==> src/rtl/ifetch_prefetch_queue.sv <==
// Instruction prefetch queue feeding IF/ID; in-order word reads, redirect flush.
// Optional same-cycle response bypass when PFQ_BYPASS_EN is defined.
module ifetch_prefetch_queue #(
  parameter int            DEPTH    = 4,
  parameter int            AW       = 32,
  parameter logic [AW-1:0] RESET_PC = '0
) (
  input  logic          clk,
  input  logic          rst_n,
  output logic          mem_req_valid,
  input  logic          mem_req_ready,
  output logic [AW-1:0] mem_req_addr,
  input  logic          mem_rsp_valid,
  input  logic [31:0]   mem_rsp_data,
  output logic          ir_valid,
  input  logic          ir_ready,
  output logic [31:0]   ir_data,
  output logic [AW-1:0] ir_npc,
  input  logic          redir_valid,
  input  logic [AW-1:0] redir_pc,
  input  logic          halt,
  output logic          busy
);

  localparam int PW = $clog2(DEPTH);
  localparam int CW = PW + 1;
  localparam logic [CW:0]   LIM  = (CW+1)'(DEPTH);
  localparam logic [CW-1:0] FULL = CW'(DEPTH);
  localparam logic [CW-1:0] C1   = CW'(1);
  localparam logic [AW-1:0] A1   = AW'(1);
  localparam logic [PW-1:0] P1   = PW'(1);

  logic [AW-1:0] fetch_pc;
  logic [AW-1:0] rsp_pc;
  logic [CW-1:0] count;
  logic [CW-1:0] inflight;
  logic [CW-1:0] drop;
  logic [PW-1:0] wr_ptr;
  logic [PW-1:0] rd_ptr;
  logic [31:0]   q_data [DEPTH];
  logic [AW-1:0] q_npc  [DEPTH];

  logic [CW:0] credit;
  logic        req_fire;
  logic        rsp_keep;
  logic        q_push;
  logic        q_pop;
  logic        q_nonempty;

  assign credit     = {1'b0, count} + {1'b0, inflight};
  assign q_nonempty = (count != '0);

  // Requests are held off in reset so nothing escapes before state is valid
  assign mem_req_valid = rst_n && !halt && !redir_valid
                       && (credit < LIM);
  assign mem_req_addr  = fetch_pc;
  assign req_fire      = mem_req_valid && mem_req_ready;

  assign rsp_keep = mem_rsp_valid && (drop == '0)
                  && !redir_valid;
  assign q_pop    = q_nonempty && !redir_valid && ir_ready;
  assign busy     = (inflight != '0) || q_nonempty;

`ifdef PFQ_BYPASS_EN
  logic byp;

  assign byp      = !q_nonempty && rsp_keep;
  assign q_push   = rsp_keep && !(byp && ir_ready);
  assign ir_valid = (q_nonempty && !redir_valid) || byp;
  assign ir_data  = byp ? mem_rsp_data : q_data[rd_ptr];
  assign ir_npc   = byp ? rsp_pc + A1 : q_npc[rd_ptr];
`else
  assign q_push   = rsp_keep;
  assign ir_valid = q_nonempty && !redir_valid;
  assign ir_data  = q_data[rd_ptr];
  assign ir_npc   = q_npc[rd_ptr];
`endif

  // PCs, credit counters and queue pointers; redirect flushes everything
  always_ff @(posedge clk or negedge rst_n) begin
    if (!rst_n) begin
      fetch_pc <= RESET_PC;
      rsp_pc   <= RESET_PC;
      count    <= '0;
      inflight <= '0;
      drop     <= '0;
      wr_ptr   <= '0;
      rd_ptr   <= '0;
    end else if (redir_valid) begin
      fetch_pc <= redir_pc;
      rsp_pc   <= redir_pc;
      count    <= '0;
      wr_ptr   <= '0;
      rd_ptr   <= '0;
      inflight <= inflight - (mem_rsp_valid ? C1 : '0);
      drop     <= inflight - (mem_rsp_valid ? C1 : '0);
    end else begin
      if (req_fire) fetch_pc <= fetch_pc + A1;
      if (rsp_keep) rsp_pc <= rsp_pc + A1;
      inflight <= inflight + (req_fire ? C1 : '0)
                - (mem_rsp_valid ? C1 : '0);
      if (mem_rsp_valid && (drop != '0))
        drop <= drop - C1;
      if (q_push) wr_ptr <= wr_ptr + P1;
      if (q_pop) rd_ptr <= rd_ptr + P1;
      unique case ({q_push, q_pop})
        2'b10:   count <= count + C1;
        2'b01:   count <= count - C1;
        default: count <= count;
      endcase
    end
  end

  // Entry storage; cleared in reset so the head reads as zero
  always_ff @(posedge clk or negedge rst_n) begin
    if (!rst_n) begin
      for (int i = 0; i < DEPTH; i++) begin
        q_data[i] <= '0;
        q_npc[i]  <= '0;
      end
    end else if (q_push) begin
      q_data[wr_ptr] <= mem_rsp_data;
      q_npc[wr_ptr]  <= rsp_pc + A1;
    end
  end

  // Credit accounting must keep a push from landing in a full queue
  a_no_overflow: assert property (
    @(posedge clk) disable iff (!rst_n)
    !(q_push && !q_pop && (count == FULL))
  );

endmodule

==> config.mk <==
export PLATFORM = sky130hd
export DESIGN_NAME = ifetch_prefetch_queue
export DESIGN_NICKNAME = d
export VERILOG_FILES = /design/src/rtl/ifetch_prefetch_queue.sv
export SDC_FILE = /design/constraint.sdc
export NUM_CORES = 1
export LEC_CHECK = 0
export CAP_MARGIN = 20
export CORE_MARGIN = 2
export CORE_UTILIZATION = 32
export DETAILED_ROUTE_END_ITERATION = 7
export PLACE_DENSITY_LB_ADDON = 0.2
export SYNTH_ARGS = -nofsm -noshare
export SYNTH_HDL_FRONTEND = slang
export SYNTH_SLANG_ARGS = --single-unit
==> constraint.sdc <==
create_clock -name clk -period 4.3 [get_ports clk]
set_clock_uncertainty 0.2 [all_clocks]
set_input_delay 0.86 -clock clk [delete_from_list [all_inputs] [get_ports clk]]
set_output_delay 0.86 -clock clk [all_outputs]
set_load 0.05 [all_outputs]
# After elaboration in Yosys (flattened, before gate mapping)
# Cells that the tools add are included.
dict set report word_totals {
  regBits 333
  input_bits 71
  output_inout_bits 99
  wordCells 81
}
dict set report classes {
  addsub 11
  magnitude_cmp 4
  n_eq_ne 2
  n_mux 25
  bitwise 2
  n_reduce_logical 22
}
# cell count
set ops {}
lappend ops {{$mux 32} 9}
lappend ops {{$bwmux 128} 2}
lappend ops {{$bmux 32 s2} 2}
lappend ops {{$add 32x1->32 const B} 2}
lappend ops {{$demux 32 s2} 1}
lappend ops {{$mux 3} 4}
lappend ops {{$reduce_bool 3->1} 4}
lappend ops {{$logic_and 1x1->1} 10}
lappend ops {{$mux 2} 4}
lappend ops {{$reduce_bool 2->1} 4}
lappend ops {{$ge 3x3->1 const B} 2}
lappend ops {{$not 2->3} 2}
lappend ops {{$pmux 3 s2} 1}
lappend ops {{$sub 3x1->3 const B} 2}
lappend ops {{$add 2x1->2 const B} 2}
lappend ops {{$add 3x3->4} 1}
lappend ops {{$lt 4x3->1 const B} 1}
lappend ops {{$add 3x1->3} 1}
lappend ops {{$add 3x1->3 const B} 1}
lappend ops {{$logic_not 3->1} 1}
lappend ops {{$lt 3x1->1 const B} 1}
lappend ops {{$sub 3x1->3} 1}
lappend ops {{$sub 3x3->3} 1}
lappend ops {{$eq 2x1->1 const B} 1}
lappend ops {{other kinds (4)} 6}

# Longest topological paths before layout
# Gate-level depths: netlist (run 1).
dict set report logic_depth {
  depth_word 9
  depth_mapped 14
  depth_no_buf 11
}

# Worst setup path after synthesis (run 1)
# No wires, ideal clock.
dict set report synth_path {
  path_kind {in2reg}
  startpoint {input redir_valid}
  endpoint {register inflight[2]}
  setup_time_ps 79
  arrival_time_ps 3242
  required_time_ps 4021
  path_slack_ps 779
  stages 13
  path_buffers 3
  cell_sequence {nor4b_1 -> and4_1 -> buf_2 -> inv_2 -> buf_2 -> buf_1 -> ha_1 -> inv_1 -> ha_1 -> fa_1 -> xor2_1 -> o21ai_0 -> xor2_1}
}
dict set report synth_via {
  elab_chain_len 8
}
# element line_no
set synth_lines {}
lappend synth_lines {{start, declared} 19} ;# input logic redir_valid,
lappend synth_lines {{$logic_not 1->1} 54} ;# assign mem_req_valid = rst_n && !halt && !redir_valid
lappend synth_lines {{$logic_and 1x1->1} 54}
lappend synth_lines {{$logic_and 1x1->1} 55} ;# && (credit < LIM);
lappend synth_lines {{$logic_and 1x1->1} 57} ;# assign req_fire = mem_req_valid && mem_req_ready;
lappend synth_lines {{$mux 1} 100} ;# inflight <= inflight + (req_fire ? C1 : '0)
lappend synth_lines {{$add 3x1->3} 100}
lappend synth_lines {{$sub 3x1->3} 101} ;# - (mem_rsp_valid ? C1 : '0);
lappend synth_lines {{$mux 3 *} 89} ;# end else if (redir_valid) begin
lappend synth_lines {{end signal, assigned} 95} ;# inflight <= inflight - (mem_rsp_valid ? C1 : '0);
lappend synth_lines {{end signal, assigned} 100}
lappend synth_lines {{end, declared} 36} ;# logic [CW-1:0] inflight;
# Mark *: on every way between the ends. The rest lies on a longest branch, timed or not.
# A chain may end at the register's enable or synchronous reset.

# Worst setup path in the final report (run 1)
dict set report layout_path {
  startpoint {register rd_ptr[0]}
  endpoint {output ir_npc[31]}
}
dict set report layout_via {
  elab_chain_len 4
}
# element line_no
set layout_lines {}
lappend layout_lines {{start, declared} 39} ;# logic [PW-1:0] rd_ptr;
lappend layout_lines {{start signal, assigned} 105} ;# if (q_pop) rd_ptr <= rd_ptr + P1;
lappend layout_lines {{$not 2->3 (implied by the code)} 76} ;# assign ir_npc = q_npc[rd_ptr];
lappend layout_lines {{$bmux 32 s2} 76}
lappend layout_lines {{$mux 32 (implied by the code) (2 in series)} 76}
lappend layout_lines {{end, declared} 18} ;# output logic [AW-1:0] ir_npc,
# No other way between the ends. The select of a mux whose other input is x is not followed.

==> results of run 1 <==
cell usage after synthesis (11+ instances only):
| master | count |
|---|---|
| sky130_fd_sc_hd__a21oi_1 | 17 |
| sky130_fd_sc_hd__and4_1 | 11 |
| sky130_fd_sc_hd__buf_1 | 23 |
| sky130_fd_sc_hd__buf_2 | 13 |
| sky130_fd_sc_hd__clkbuf_1 | 46 |
| sky130_fd_sc_hd__dfrtp_1 | 333 |
| sky130_fd_sc_hd__ha_1 | 14 |
| sky130_fd_sc_hd__inv_1 | 18 |
| sky130_fd_sc_hd__mux2_2 | 149 |
| sky130_fd_sc_hd__mux4_2 | 64 |
| sky130_fd_sc_hd__nand2_1 | 189 |
| sky130_fd_sc_hd__nand3_1 | 46 |
| sky130_fd_sc_hd__nand4_1 | 25 |
| sky130_fd_sc_hd__nor2_1 | 37 |
| sky130_fd_sc_hd__nor3_1 | 23 |
| sky130_fd_sc_hd__o21ai_0 | 142 |
| sky130_fd_sc_hd__xnor2_1 | 50 |
| sky130_fd_sc_hd__xor2_1 | 36 |
final timing paths:
check | endpoint | slack, ns | cells past startpoint
max | ir_npc[31] | 0.40 | 3
max in group asynchronous | q_npc[121] | 2.37 | 3
min in group clk | q_npc[12] | 0.27 | 2
min | count[0] | 0.22 | 2
max reg2reg | q_npc[126] | 1.39 | 6
min reg2reg | q_npc[12] | 0.27 | 2
kinds of logic (layout without fill, tap and decap cells):
logic type               count (synthesis)  in the layout  synth area share
AO/OA/AOI/OAI                          200            200            0.0688
XOR/XNOR                                86             86            0.0475
AND/OR/NAND/NOR                        383            383             0.120
adder cells (fa/ha/maj)                 16             16            0.0136
buffers and inverters                  105            284            0.0267
flip-flops                             333            333             0.526
multiplexers                           215            215             0.198
cell usage in the layout, fill, tap and decap left out, drive strengths merged, types with 12 or more instances in the layout:
| master | Yosys | routed |
|---|---|---|
| buf | 38 | 30 |
| ha | 14 | 14 |
| nand3 | 46 | 46 |
| clkdlybuf4s50 | 0 | 166 |
| mux2 | 149 | 149 |
| a21oi | 17 | 17 |
| clkbuf | 47 | 57 |
| o21ai | 148 | 148 |
| nor4 | 12 | 12 |
| dfrtp | 333 | 333 |
| inv | 19 | 20 |
| nor2 | 37 | 37 |
| nand4 | 26 | 26 |
| mux4 | 64 | 64 |
| nand2 | 189 | 189 |
| nor3 | 25 | 25 |
| xor2 | 36 | 36 |
| xnor2 | 50 | 50 |
critical path, stage by stage, from the launching register on:
cell	delay, ns
sky130_fd_sc_hd__dfrtp_4	0.42
sky130_fd_sc_hd__buf_12	0.47
sky130_fd_sc_hd__mux4_2	0.60
sky130_fd_sc_hd__clkdlybuf4s50_1	0.78
sequential cells by signal, indices dropped and copies added, names as in the netlist:
name,count
wr_ptr,2
rd_ptr,2
mem_req_addr,32
count,3
inflight,3
rsp_pc,32
drop,3
q_data,128
q_npc,128
routing by layer:
layer | GRT usage | wire, microns | up-vias | share of wire
met5 | 0 | 0 | - | 0
met4 | 0.0482 | 904 | 0 | 0.022
met3 | 0.0303 | 2000 | 61 | 0.050
met2 | 0.261 | 18900 | 242 | 0.47
met1 | 0.221 | 18400 | 5409 | 0.46
li1 | - | - | 5103 | -
stage by stage:
step | utilization | worst slack, ns | hold slack [ns] | cells | power [mW]
after floorplan | - | 0.779 | 0.245 | 1338 | 7.55
after CTS | 0.402 | 0.307 | 0.234 | 2181 | 12.6
after global routing | 0.402 | 0.227 | 0.279 | 2181 | 13.0
after detailed placement | 0.376 | 0.715 | 0.265 | 2113 | 9.19
after global placement | 0.376 | 0.717 | 0.255 | 2113 | 9.11
final | 0.402 | 0.397 | 0.216 | 2181 | 12.3
final cells by class:
type,count,share of cell area
multi-input cells,900,0.362
clock inverters,11,0.00496
well taps,664,0.0422
flip-flops and latches,333,0.424
clock buffers,57,0.0594
inverters,20,0.00382
repair buffers,196,0.103
power by group:
| part | total [mW] | internal, mW | switching, mW |
|---|---|---|---|
| Sequential | 4.26 | 3.82 | 0.440 |
| Clock | 3.29 | 1.95 | 1.35 |
| Combinational | 4.79 | 1.93 | 2.86 |
==> summary.md, run 1 <==
| Metric | Value |
|---|---|
| Result of the run | `complete, no violations` |
| Average detailed-routed wire length per instance | `18.5 microns` |
| Final count of pins violating max slew | `0` |
| Count of input and output buffers | `169` |
| Diode insertion count for antenna repair | `0` |
| Detailed Place HPWL | `around 27,000 microns` |
| Count of max-cap constraint violations | `0` |
| Starting DRC count in detailed routing | `504` |
| CTS root buf | `sky130_fd_sc_hd__clkbuf_16` |
| Endpoint arrival time on the critical path | `2.84 ns` |
| Routed WL | `40,300 microns` |
| Syn Nets | `1,425` |
| Post-detailed-placement cell area | `18,400 sq um` |
| Endpoints failing setup | `0` |
| Start point of the critical path | `rd_ptr[0]` |
| Static leakage | `8.33 nW` |
| VDD IR max | `0.315 mV` |
| Sequential cell area | `8340 sq um` |
| CTS buffer count | `40` |
| First-pass GRT wire length | `64,800 microns` |
| Total number of yosys warnings | `0` |
| Number of gates resized after cts | `0` |
| Number of endpoints with negative hold slack in the final report | `0` |
| Number of vias after detailed routing | `10.8k` |
| Period utilisation layout | `0.908` |
| ANT nets after route | `0` |
| Area of all placed cells without fillers | `19,700 sq um` |
| Maximum number of pins on one net before global-route repair | `121` |
| Post-CTS setup-driven buffer insertion count | `0` |
| Number of enable-type register cells in the synthesized netlist | `0` |
| Register bit total from synthesis | `333` |
| Largest cells by area after synthesis | `sky130_fd_sc_hd__dfrtp_1, sky130_fd_sc_hd__mux2_2, sky130_fd_sc_hd__mux4_2, sky130_fd_sc_hd__o21ai_0, sky130_fd_sc_hd__nand2_1` |
| Kind of capture point of the worst setup path | `output port` |
| Core footprint | `49,000 sq um` |
| Critical path fanouts, max | `64` |
| Sink count of the clock tree | `333` |
| Measured slew at the worst slew-check pin | `around 1 ns` |
| TritonCTS clock tree | `yes` |
| Number of ports placed on the die boundary | `170` |
| Routability congestion estimate from global placement | `0.798` |
| Final routed DRC violation total | `0` |
| Critical R2R Launch | `rsp_pc[0]` |
| Synth async-reset ratio | `1.00` |
| TritonRoute pass-1 iters | `4` |
| Full die area | `about 50,000 sq um` |
| Number of fillers in the final layout | `between 4k and 5k` |
| Post-detailed-route via-to-cell ratio | `4.96` |
| Number of buffers added to fix hold violations after cts | `0` |
| Fraction of layout cells with a size suffix above 1 | `0.211` |
| Clock transition at the registers of the reported paths | `0.06 ns` |
| Antenna violations before repair | `0` |
| Pwr dens | `627 nW/um^2` |
| Yosys top cell by area | `sky130_fd_sc_hd__dfrtp_1` |
| Number of rows in the core area | `81` |
| Number of different library cells in the post-synthesis netlist | `a little under 60` |
| Initial standard-cell utilization of the core | `0.324` |
| Ys flop type | `sky130_fd_sc_hd__dfrtp_1` |
| Clock insertion delay at the later pin of the skew report | `0.56 ns` |
| Share of Yosys cell area claimed by the top area cell type | `0.526` |
| Net total in the final layout | `approximately 1.6k` |
| RSZ-0062 raised after global routing | `no` |
| Clock tree buffer depth | `3` |
| Maximum clock rate | `approximately 0.26 GHz` |
| Cell Area, Synth | `15,900 sq um` |
| Total global-route track usage | `0.162` |
| Sequential-to-total area share from yosys stat | `0.526` |
| Leftover overflow at the end of global routing | `0` |
| Relative slew margins | `0.316` |
| Crit Path Category | `flop to output port` |
| Critical path startpoint category | `flop` |
| Kind of path behind the tightest hold check | `primary input to async pin` |
| Footprint of the multi-input gates | `7130 sq um` |
| Die boundary height | `227 microns` |
| Synthesis-to-finish area growth | `24.0%` |
| Data required time at the worst endpoint | `3.24 ns` |
| Vias in the first global route | `around 11k` |
| Avg Inst Size Synth | `11.8 sq um` |
| Tmin final | `between 3 and 4 ns` |
| Total negative setup slack | `0 ns` |
| H-tree depth | `2` |
| Chip width | `227 microns` |
| Number of cells produced by synthesis | `1,338` |
(Power assumes the default switching activity.)
==> inputs of run 2 (changes only) <==
CORE_UTILIZATION = 55   (was 32)
==> run 2 against run 1 <==
- sequential cell count did not move
- design area fell by 1.9%
- via count rose by 1.1%
- sequential share of layout area rose by 0.83 points
- core utilization rose by 27 points
- clock power fell by 4%
- worst setup slack improved by 0.031 ns
- global-route usage rose by 7.9 points
- count of clock-buffer cells in the layout fell by 2
- final cell count fell by 13%
- worst hold slack improved by 0.059 ns
==> summary.md, run 2 (synthesized netlist as in run 1, its figures left out) <==
| Metric | Value |
|---|---|
| Initial standard-cell utilization of the core | `0.555` |
| Slack of the critical path | `roughly 0.43 ns` |
| Result of the run | `complete, no violations` |
| Chip width | `between 150 and 200 microns` |
| Combinational share of power | `0.386` |
| Sink count of the clock tree | `about 330` |
| Antenna violations before repair | `1` |
| Period utilisation layout | `0.900` |
| TritonCTS clock tree | `yes` |
| Number of vias after detailed routing | `roughly 11k` |
| Number of gates resized after cts | `0` |
| Vias in the first global route | `11.3k` |
| DP Worst Slack | `about 0.76 ns` |
| VDD IR max | `roughly 0.35 mV` |
| Layout Utilization | `0.676` |
| Post-CTS setup-driven buffer insertion count | `0` |
| Top library cells by usage in the layout, fill and taps aside | `sky130_fd_sc_hd__dfrtp_1, sky130_fd_sc_hd__nand2_1, sky130_fd_sc_hd__clkdlybuf4s50_1` |
| RSZ-0062 raised after global routing | `no` |
| Leftover overflow at the end of global routing | `0` |
| H-tree depth | `2` |
| Total global-route track usage | `0.240` |
| Maximum number of pins on one net before global-route repair | `85` |
| Clock transition at the registers of the reported paths | `about 0.060 ns` |
| Net total in the final layout | `1,576` |
| Measured slew at the worst slew-check pin | `0.933 ns` |
| Leading cell type in the layout, fill and taps excluded | `sky130_fd_sc_hd__dfrtp_1` |
| Full die area | `~30,000 sq um` |
| Routability congestion estimate from global placement | `0.888` |
| Number of rows in the core area | `62` |
| Die boundary height | `between 150 and 200 microns` |
| Pwr dens | `631 nW/um^2` |
| Hold slack | `between 0.2 and 0.3 ns` |
| Share of power burned in the clock network | `0.259` |
| Endpoints failing setup | `0` |
| Core footprint | `28,500 sq um` |
| Diode insertion count for antenna repair | `0` |
| Internal Dissipation | `7.69 mW` |
| First-pass GRT wire length | `58,700 microns` |
| Total negative setup slack | `0 ns` |
| Average detailed-routed wire length per instance | `18.5 microns` |
| Kind of path behind the tightest hold check | `flop to flop` |
| Cell Count, Final, Fillers Out | `~1.9k` |
| Count of max-cap constraint violations | `0` |
| Critical path fanouts, max | `26` |
| Clock insertion delay at the later pin of the skew report | `0.52 ns` |
| Number of endpoints with negative hold slack in the final report | `0` |
| Maximum clock rate | `0.258 GHz` |
| Post-detailed-route via-to-cell ratio | `between 5 and 6` |
| Number of ports placed on the die boundary | `170` |
| CTS root buf | `sky130_fd_sc_hd__clkbuf_16` |
| Static leakage | `8.33 nW` |
| Net Sw Frac | `0.368` |
| Number of buffers added to fix hold violations after cts | `0` |
| Clock tree buffer depth | `3` |
| Routed WL | `35,200 microns` |
| Share of power burned in registers | `0.355` |
| Count of input and output buffers | `169` |
| # placed instances | `1,834` |
| Registers with the most flip-flops | `q_data (128), q_npc (128)` |
| CTS buffer count | `36` |
| Crit Path Category | `flop to output port` |
| Data required time at the worst endpoint | `3.24 ns` |
| Starting DRC count in detailed routing | `626` |
| Kind of capture point of the worst setup path | `output port` |
| ANT nets after route | `0` |
| Net Switching | `4.48 mW` |
| Synthesis-to-finish area growth | `21.7%` |
| Number of fillers in the final layout | `2,143` |
| Fraction of layout cells with a size suffix above 1 | `0.214` |
| Endpoint arrival time on the critical path | `2.81 ns` |
| Final count of pins violating max slew | `0` |
| Tmin final | `3.87 ns` |
| Final routed DRC violation total | `0` |
| Detailed Place HPWL | `~24,000 microns` |
| Critical path startpoint category | `flop` |
| Relative slew margins | `0.378` |
| TritonRoute pass-1 iters | `5` |
[run 2: changes by cell type in the layout (fill, tap and decap cells not counted), sizes merged]
| cell | previous run | this run |
|---|---|---|
| buf | 30 | 32 |
| clkbuf | 57 | 55 |
| bufinv | 1 | 2 |
| clkinv | 9 | 8 |
| clkinvlp | 1 | 0 |
| inv | 20 | 21 |
[run 2: power by group through the flow]
stage	Combinational (mW)	Clock, mW	Sequential, mW
finish	4.70	3.15	4.32
global route	5.00	3.35	4.42
CTS	4.76	3.22	4.31
detailed placement	4.74	0	4.36
global placement	4.66	0	4.32
floorplan	3.28	0	4.27
[run 2: per-stage QoR]
stage	power (mW)	area (sq um)
after floorplan	7.55	15900
after global placement	8.98	18000
after detailed placement	9.10	18000
after CTS	12.3	19300
after global routing	12.8	19300
final	12.2	19300
[run 2: cell type report]
class	count	area, sq um	share of cell area
multi-input combinational	900	7130	0.370
inverter	20	75.1	0.00389
tap	384	480	0.0249
clock buffer	55	1120	0.0583
sequential	333	8340	0.432
clock inverter	11	116	0.00603
timing repair buffer	198	2030	0.105
[run 2: path summary, 6_finish.rpt]
path	from	endpoint	slack, ns	cells after the start
worst max-delay path	rd_ptr[0]	ir_data[23]	0.43	3
worst min-delay path	q_npc[62]	q_npc[62]	0.27	2
worst max register to register	rsp_pc[0]	q_npc[24]	1.27	6
worst min register to register	q_npc[62]	q_npc[62]	0.27	2
max in group asynchronous	rst_n	q_npc[55]	2.10	3
min in group asynchronous	rst_n	mem_req_addr[6]	0.29	2
[run 2: routing by layer]
layer,GRT usage,vias up,wire length [microns]
met5,0,-,0
met4,0.0644,0,656
met1,0.338,5451,15900
met3,0.0366,53,1700
li1,-,5108,-
met2,0.395,326,17000
[run 2: critical path, stage by stage (launching register included)]
cell	delay, ns
sky130_fd_sc_hd__dfrtp_4	0.70
sky130_fd_sc_hd__buf_12	0.30
sky130_fd_sc_hd__mux4_2	0.56
sky130_fd_sc_hd__clkdlybuf4s50_1	0.72
